--- config.mk ---
export PLATFORM = sky130hd
export DESIGN_NAME = handshake_monitor_n
export DESIGN_NICKNAME = d
export VERILOG_FILES = /design/src/rtl/handshake_monitor_n.sv
export SDC_FILE = /design/constraint.sdc
export NUM_CORES = 1
export LEC_CHECK = 0
export ABC_AREA = 1
export BUFFER_PORTS_ARGS = -buffer_cell sky130_fd_sc_hd__buf_2
export CAP_MARGIN = 30
export CELL_PAD_IN_SITES_DETAIL_PLACEMENT = 0
export CELL_PAD_IN_SITES_GLOBAL_PLACEMENT = 1
export CORE_UTILIZATION = 25
export CTS_CLUSTER_DIAMETER = 120
export DETAILED_ROUTE_END_ITERATION = 10
export GPL_TIMING_DRIVEN = 1
export MAX_ROUTING_LAYER = met4
export PLACE_DENSITY = 0.6
export SYNTH_ARGS = -nofsm -noshare
export SYNTH_HDL_FRONTEND = slang
export SYNTH_SLANG_ARGS = --single-unit
--- constraint.sdc ---
create_clock -name CLK -period 3.8 [get_ports CLK]
set_input_delay 0.19 -clock CLK [delete_from_list [all_inputs] [get_ports CLK]]
set_output_delay 0.19 -clock CLK [all_outputs]
set_load 0.1 [all_outputs]
--- src/rtl/handshake_monitor_n.sv ---
// handshake_monitor_n: passive monitor for NUM_CH independent valid/ready
// channels. Counts transfers per channel and raises sticky flags when valid
// drops or data changes during a stall, or when a stall lasts MAX_STALL
// cycles. Also records the lowest-indexed channel of the first error event.
// Optional feature macro: HANDSHAKE_MONITOR_N_ASSERT_EN adds per-channel
// concurrent assertions mirroring the three rules; the flags are unaffected.
module handshake_monitor_n #(
  parameter  int NUM_CH    = 4,
  parameter  int DATA_W    = 8,
  parameter  int CNT_W     = 16,
  parameter  int MAX_STALL = 16,
  localparam int CH_IDX_W  = (NUM_CH > 1) ? $clog2(NUM_CH) : 1
) (
  input  logic                       CLK,
  input  logic                       RESET,
  input  logic                       clr,
  input  logic [NUM_CH-1:0]          valid,
  input  logic [NUM_CH-1:0]          ready,
  input  logic [NUM_CH*DATA_W-1:0]   data,
  output logic [NUM_CH*CNT_W-1:0]    xfer_count,
  output logic [NUM_CH-1:0]          err_drop,
  output logic [NUM_CH-1:0]          err_data,
  output logic [NUM_CH-1:0]          err_timeout,
  output logic                       err_any,
  output logic                       first_err_valid,
  output logic [CH_IDX_W-1:0]        first_err_ch
);

  // Stall counter only needs to reach MAX_STALL, where it saturates.
  localparam int SC_W = $clog2(MAX_STALL + 1);
  localparam logic [SC_W-1:0]  STALL_MAX = SC_W'(MAX_STALL);
  localparam logic [SC_W-1:0]  STALL_ONE = SC_W'(1);
  localparam logic [CNT_W-1:0] CNT_ONE   = CNT_W'(1);
  localparam logic [CNT_W-1:0] CNT_SAT   = {CNT_W{1'b1}};

  typedef enum logic {
    ST_IDLE  = 1'b0,
    ST_STALL = 1'b1
  } state_t;

  state_t              r_state     [NUM_CH];
  state_t              w_state_nxt [NUM_CH];
  logic [SC_W-1:0]     r_stall_cnt [NUM_CH];
  logic [SC_W-1:0]     w_stall_nxt [NUM_CH];
  logic [DATA_W-1:0]   r_cap       [NUM_CH];
  logic [DATA_W-1:0]   w_cap_nxt   [NUM_CH];
  logic [CNT_W-1:0]    r_cnt       [NUM_CH];
  logic [CNT_W-1:0]    w_cnt_nxt   [NUM_CH];

  logic [NUM_CH-1:0]   r_err_drop;
  logic [NUM_CH-1:0]   r_err_data;
  logic [NUM_CH-1:0]   r_err_timeout;
  logic                r_first_valid;
  logic [CH_IDX_W-1:0] r_first_ch;

  // Error events detected in the current cycle (before stickiness).
  logic [NUM_CH-1:0]   w_ev_drop;
  logic [NUM_CH-1:0]   w_ev_data;
  logic [NUM_CH-1:0]   w_ev_to;
  logic [NUM_CH-1:0]   w_ev_any;
  logic [NUM_CH-1:0]   w_inc;
  logic                w_first_valid_nxt;
  logic [CH_IDX_W-1:0] w_first_ch_nxt;

  // Per-channel next-state, stall counter, capture and event decode.
  always_comb begin
    w_ev_drop = '0;
    w_ev_data = '0;
    w_ev_to   = '0;
    w_inc     = '0;
    for (int i = 0; i < NUM_CH; i++) begin
      w_state_nxt[i] = r_state[i];
      w_stall_nxt[i] = r_stall_cnt[i];
      w_cap_nxt[i]   = r_cap[i];
      w_cnt_nxt[i]   = r_cnt[i];
      case (r_state[i])
        ST_IDLE: begin
          if (valid[i] && ready[i]) begin
            w_inc[i] = 1'b1;
          end else if (valid[i]) begin
            w_cap_nxt[i]   = data[i*DATA_W +: DATA_W];
            w_stall_nxt[i] = STALL_ONE;
            w_state_nxt[i] = ST_STALL;
            w_ev_to[i]     = (STALL_MAX == STALL_ONE);
          end else begin
            w_state_nxt[i] = ST_IDLE;
          end
        end
        ST_STALL: begin
          if (valid[i]) begin
            w_ev_data[i] = (data[i*DATA_W +: DATA_W] != r_cap[i]);
            if (ready[i]) begin
              w_inc[i]       = 1'b1;
              w_state_nxt[i] = ST_IDLE;
            end else if (r_stall_cnt[i] < STALL_MAX) begin
              w_stall_nxt[i] = r_stall_cnt[i] + STALL_ONE;
              w_ev_to[i]     = ((r_stall_cnt[i] + STALL_ONE) == STALL_MAX);
            end else begin
              w_stall_nxt[i] = STALL_MAX;
            end
          end else begin
            w_ev_drop[i]   = 1'b1;
            w_state_nxt[i] = ST_IDLE;
          end
        end
        default: begin
          w_state_nxt[i] = ST_IDLE;
        end
      endcase
      if (w_inc[i] && (r_cnt[i] != CNT_SAT)) begin
        w_cnt_nxt[i] = r_cnt[i] + CNT_ONE;
      end else begin
        w_cnt_nxt[i] = r_cnt[i];
      end
    end
  end

  // First-error capture: lowest-indexed channel among the first events.
  always_comb begin
    w_ev_any          = w_ev_drop | w_ev_data | w_ev_to;
    w_first_valid_nxt = r_first_valid;
    w_first_ch_nxt    = r_first_ch;
    if (!r_first_valid && (|w_ev_any)) begin
      w_first_valid_nxt = 1'b1;
      for (int i = NUM_CH - 1; i >= 0; i--) begin
        if (w_ev_any[i]) begin
          w_first_ch_nxt = CH_IDX_W'(i);
        end else begin
          w_first_ch_nxt = w_first_ch_nxt;
        end
      end
    end else begin
      w_first_valid_nxt = r_first_valid;
    end
  end

  // State, counters, captured data and sticky flags; RESET beats clr.
  always_ff @(posedge CLK) begin
    if (RESET || clr) begin
      for (int i = 0; i < NUM_CH; i++) begin
        r_state[i]     <= ST_IDLE;
        r_stall_cnt[i] <= '0;
        r_cap[i]       <= '0;
        r_cnt[i]       <= '0;
      end
      r_err_drop    <= '0;
      r_err_data    <= '0;
      r_err_timeout <= '0;
      r_first_valid <= 1'b0;
      r_first_ch    <= '0;
    end else begin
      for (int i = 0; i < NUM_CH; i++) begin
        r_state[i]     <= w_state_nxt[i];
        r_stall_cnt[i] <= w_stall_nxt[i];
        r_cap[i]       <= w_cap_nxt[i];
        r_cnt[i]       <= w_cnt_nxt[i];
      end
      r_err_drop    <= r_err_drop | w_ev_drop;
      r_err_data    <= r_err_data | w_ev_data;
      r_err_timeout <= r_err_timeout | w_ev_to;
      r_first_valid <= w_first_valid_nxt;
      r_first_ch    <= w_first_ch_nxt;
    end
  end

  // Pack the per-channel counters onto the output bus.
  genvar g;
  generate
    for (g = 0; g < NUM_CH; g++) begin : g_pack
      assign xfer_count[g*CNT_W +: CNT_W] = r_cnt[g];
    end
  endgenerate

  assign err_drop        = r_err_drop;
  assign err_data        = r_err_data;
  assign err_timeout     = r_err_timeout;
  assign first_err_valid = r_first_valid;
  assign first_err_ch    = r_first_ch;
  assign err_any         = (|r_err_drop) | (|r_err_data) | (|r_err_timeout);

`ifdef HANDSHAKE_MONITOR_N_ASSERT_EN
  generate
    for (g = 0; g < NUM_CH; g++) begin : g_sva
      a_valid_held : assert property (@(posedge CLK) disable iff (RESET)
        (r_state[g] == ST_STALL) |-> valid[g])
        else $error("handshake_monitor_n: valid dropped during stall on channel %0d", g);
      a_data_stable : assert property (@(posedge CLK) disable iff (RESET)
        ((r_state[g] == ST_STALL) && valid[g]) |-> (data[g*DATA_W +: DATA_W] == r_cap[g]))
        else $error("handshake_monitor_n: data changed during stall on channel %0d", g);
      a_stall_short : assert property (@(posedge CLK) disable iff (RESET)
        (r_state[g] == ST_STALL) |-> (r_stall_cnt[g] < STALL_MAX))
        else $error("handshake_monitor_n: stall timeout on channel %0d", g);
    end
  endgenerate
`endif

endmodule

# ---- Word-level counts from Yosys, hierarchy flattened
# Memory sizes are Yosys's and may differ from the RTL's.
# Index checks and enable logic that the tools add are counted.
dict set report word_totals {
  word_cells 208
  mem_count 4
  register_bits 15
  out_inout_bits 80
  ramBits 120
  inputBits 43
}
# memory depth word_bits read_ports rd_clocked_by_memory_dff write_ports line
set memory_table {}
lappend memory_table {r_cnt 4 16 4 0 4 47} ;# logic [CNT_W-1:0] r_cnt [NUM_CH];
lappend memory_table {r_cap 4 8 4 0 4 45} ;# logic [DATA_W-1:0] r_cap [NUM_CH];
lappend memory_table {r_stall_cnt 4 5 4 0 4 43} ;# logic [SC_W-1:0] r_stall_cnt [NUM_CH];
lappend memory_table {r_state 4 1 4 0 4 41} ;# state_t r_state [NUM_CH];
dict set report classes {
  muxes 131
  reduce_logical 17
  n_eq_ne 12
  order_cmp 4
  n_addsub 8
  n_bitwise 27
}
# cell n
set ops {}
lappend ops {{two-way mux 16 bit} 8}
lappend ops {{two-way mux 8 bit} 16}
lappend ops {{two-way mux 5 bit} 24}
lappend ops {{adder 16 x 1 -> 16 bit, second input constant} 4}
lappend ops {{inequality test 16 bit, second input constant} 4}
lappend ops {{two-way mux 1 bit} 63}
lappend ops {{case mux 5 bit (2 select lines)} 4}
lappend ops {{inequality test 8 bit} 4}
lappend ops {{case mux 1 bit (2 select lines)} 12}
lappend ops {{adder 5 x 1 -> 5 bit, second input constant} 4}
lappend ops {{equality test 5 bit, second input constant} 4}
lappend ops {{less-than comparator 5 bit, second input constant} 4}
lappend ops {{OR 4 bit} 5}
lappend ops {{OR 1 bit} 18}
lappend ops {{OR reduction 4 bit} 4}
lappend ops {{logical AND 1 bit} 9}
lappend ops {{two-way mux 2 bit} 4}
lappend ops {{NOT 1 bit} 4}
lappend ops {{nonzero test 4 bit} 1}
lappend ops {{AND reduction 2 bit} 1}
lappend ops {{zero test 1 bit} 1}
lappend ops {{logical OR 1 bit} 1}

# ---- Depth between registers and ports, before layout
dict set report depth {
  ltp_word 11
  mapped_depth 14
  mapped_depth_nobuf 14
}

# ---- Worst setup path before layout
# OpenSTA, ideal clock, no wires.
dict set report synth_timing {
  path_type {reg-to-reg}
  startpoint {mem r_cnt[3][0]}
  endpoint {mem r_cnt[3][0]}
  path_buffers 1
  setup_time_ns 0.166
  path_slack_ns 1.424
  synth_period_minus_slack_ns 2.376
  path_stages_with_launch 10
  required_time_ns 3.634
  t_arrival_ns 2.210
  cell_sequence {dfxtp_1 > ha_1 > nand3_1 > nor2_1 > inv_2 > o21ai_4 > inv_2 > buf_6 > o21ai_1 > a21oi_1}
}
# item line
set synth_lines {}
lappend synth_lines {{start, declared} 47}

==> results.md <==
* Syn_nets at approximately 1000
* Fin util at about a third
* Setup violators final at 0
* YS warnings at 0
* Worst slew pin tran at 0.7837 ns
* CTS tree: done
* Max Clk Rate at between 500 and 600 MHz
* Final Max Slew Viols at 0
* GPL Wtd Cong at 0.7728
* Ant. Diodes at 0
* HPWL Detailed at 12.68 mm
* Final hold violation count at 0
* First-pass detailed-route iteration total at 7
* Worst setup EP type: flop
* Max-cap violations at 0
* CTS sink count at about 140
* Vias in the first global route at ~5800
* Instance count of the mapped netlist at 948
* Count leader, synth: nand2_1
* Most common cell on crit path: nand2_1
* CP arrival at between 2 and 2.5 ns
* Post-synth EDFFs at 0
* Synth top area share at a little over 40%
* Startpoint Class: flop
* Total wire length at between 15 and 20 mm
* Outcome: complete, but fails checks
* Area of all sequential standard cells at 2703 sq um
* # rows at slightly below 60
* Synth top area cells: dfxtp_1 (40%), nand2_1 (12%), a21oi_1 (7.1%)
* Iter 0 DRT Violations at 270
* Initial core utilization at 25.58%
* CP max stage cell: dfxtp_1
* Cell Pwr Density at 418.6 nW/um^2
* Initial antenna violation count at 0
* Commonest cells post-synth: nand2_1 (208), dfxtp_1 (135), nor2_1 (112)
* Critical path type: flop to flop
* Layout Cells excl Fill at about 1400
* Post-synth top flop: dfxtp_1
* Worst Path Max Fanout at 6
* Final Worst Setup Slack at around 1.9 ns
* Mean Syn Cell Area at 7.072 sq um
* Port buffer count at around 120
* # DRC at 4
* Routed len/inst at between 10 and 15 um
* Worst Skew at between 0.007 and 0.008 ns
* Gate power share at 6.8%
* Clk buf depth at 2
* Final period util at between 50% and 60%
* Final global-route overflow total at 0
* Post-Syn Area at approximately 6700 sq um
* Clock period minus worst slack at around 1.9 ns
* Area occupied by multi-input gates at 3472 sq um
* Violated checks: design-rule violations
* Cell Chain, Critical Path: ha_1, nand3_1, ha_1, nand2_1, nor2_1, nand3_1, nand2_1, clkinv_1, nand2_1, nor2_1, nand2_1, a21oi_1, nor2_1
* Die Span X at between 150 and 200 um
* Sequential share of power at 41.6%
* Crit path required time at between 4 and 5 ns
* Area after DPL at ~7700 sq um
* Largest net degree at the start of global routing at 64
* CTS resizes at 0
* Worst min path class: input port to flop
* Clock group share of total power at roughly half
* Crit path largest cell delay at roughly 0.41 ns
* Dpl ws at 1.871 ns
* Clk_lat worst skew at a little over 0.4 ns
* Unrepaired setup endpoints after global routing: no
* Total setup buffers inserted after CTS at 0
* Core Box Area at 26210 sq um
* # placed instances at around 1400
* Worst vdd ir at between 0.0002 and 0.00025 V
* Post-CTS Hold Buffers at 0
* Switching share of power at about a quarter
* Internal at 2.638 mW
* Clk Tree Root Cell: clkbuf_16
* Worst slew margin at 47.67%
* Ports at approximately 120
* Static leakage at about 3.4 nW
* Post-route cell area at roughly 8300 sq um
* Die footprint at approximately 27000 sq um
* Nets at between 1000 and 1500
* GRT Resource Usage Total at between 10 and 15%
* Yosys reg bits at between 100 and 150
* Chip height at about 170 um
* Netlist cell types at 42
* ANT nets after route at 0
* Setup TNS Final at 0 ns
* CTS Buf Count at 17
* Clock slew at reported path FFs at 0.06 ns
* Sw Pwr at 840.5 uW
* Leading area contributor after synthesis: dfxtp_1
* Vias/cell at roughly 4.4
* Htree depth at 4
* Filler cells at around 2900
* Fraction of registers with async set or reset after synthesis at 0%
* Layout cell share with drive strength beyond 1 at a little under a fifth
* Layout area overhead at 23.95%
* Sequential share of the synthesized area at 40.31%
* First-pass GRT wire length at 29.25 mm
* Routed via count at ~6200
==> area by class of cell <==
cell class	count	area share, %
multi-input cells	672	41.79
repair buffers	124	7.529
clock buffers	21	5.541
inverters	122	5.511
flip-flops and latches	135	32.53
clock inverters	11	2.063
well taps	335	5.044
==> placed cells by master (no fill, tap or decap), drive strengths merged <==
master and instances:
a211oi 1, a21oi 96, a2bb2oi 2, a31oi 2, and3 2, buf 124
bufinv 4, clkbuf 21, clkinv 9, clkinvlp 2, dfxtp 135, ha 16
inv 118, nand2 215, nand3 67, nand3b 1, nand4 15, nor2 118
nor3 24, nor4 7, o211a 3, o21a 1, o21ai 54, o21ba 1
o21bai 2, o31ai 2, or2 1, xnor2 33, xor2 9
==> cells by family after synthesis <==
| family | share of synthesized area (%) |
|---|---|
| AOI/OAI and AO/OA | 13.36 |
| and+or+nand+nor | 29.84 |
| DFF | 40.31 |
| adders and majority gates | 2.986 |
| xor gates and xnor gates | 5.487 |
| buffers and inverters | 8.007 |
==> worst max-delay path, delay by kind of cell (launching register included) <==
family                   cells  cell delay, ns
adder cells (fa/ha/maj)      2            0.50
AO/OA/AOI/OAI                1            0.14
flip-flops                   1            0.41
AND/OR/NAND/NOR              9            0.73
buffers and inverters        1            0.05
==> flip-flops by register name, summed over array words and instances (netlist names) <==
register / flops
r_state: 4
r_stall_cnt: 20
r_cnt: 64
err_timeout: 4
first_err_ch: 2
first_err_valid: 1
r_cap: 32
err_data: 4
err_drop: 4
==> power groups by stage <==
| stage | combinational, mW | sequential, mW | clock, mW |
|---|---|---|---|
| finish | 0.235 | 1.45 | 1.80 |
| global route | 0.263 | 1.45 | 1.92 |
| CTS | 0.240 | 1.45 | 1.86 |
| detailed placement | 0.239 | 1.48 | 0 |
| global placement | 0.239 | 1.48 | 0 |
| floorplan | 0.128 | 1.51 | 0 |
==> worst paths after layout <==
path,to,depth (start not counted),slack [ns],startpoint
min reg2reg,r_cnt[0][4],2,0.47,r_cnt[0][4]
max reg2reg,first_err_ch[0],13,1.89,r_stall_cnt[1][0]
min,r_cap[0][0],3,0.06,data[0]
max,first_err_ch[0],13,1.89,r_stall_cnt[1][0]
==> metrics by stage <==
step           hold slack, ns  total power [mW]
2_1_floorplan          0.3314             1.638
3_3_place_gp           0.4577             1.716
3_5_place_dp           0.4593             1.716
4_1_cts               0.03731             3.550
5_1_grt               0.04998             3.630
6_report              0.06188             3.479
==> metal layers <==
metal	wire, um	track usage, %
met3	617	3.551
met1	8638	16.61
met4	150	3.332
met5	0	-
met2	8397	21.90
(Power assumes the default switching activity.)
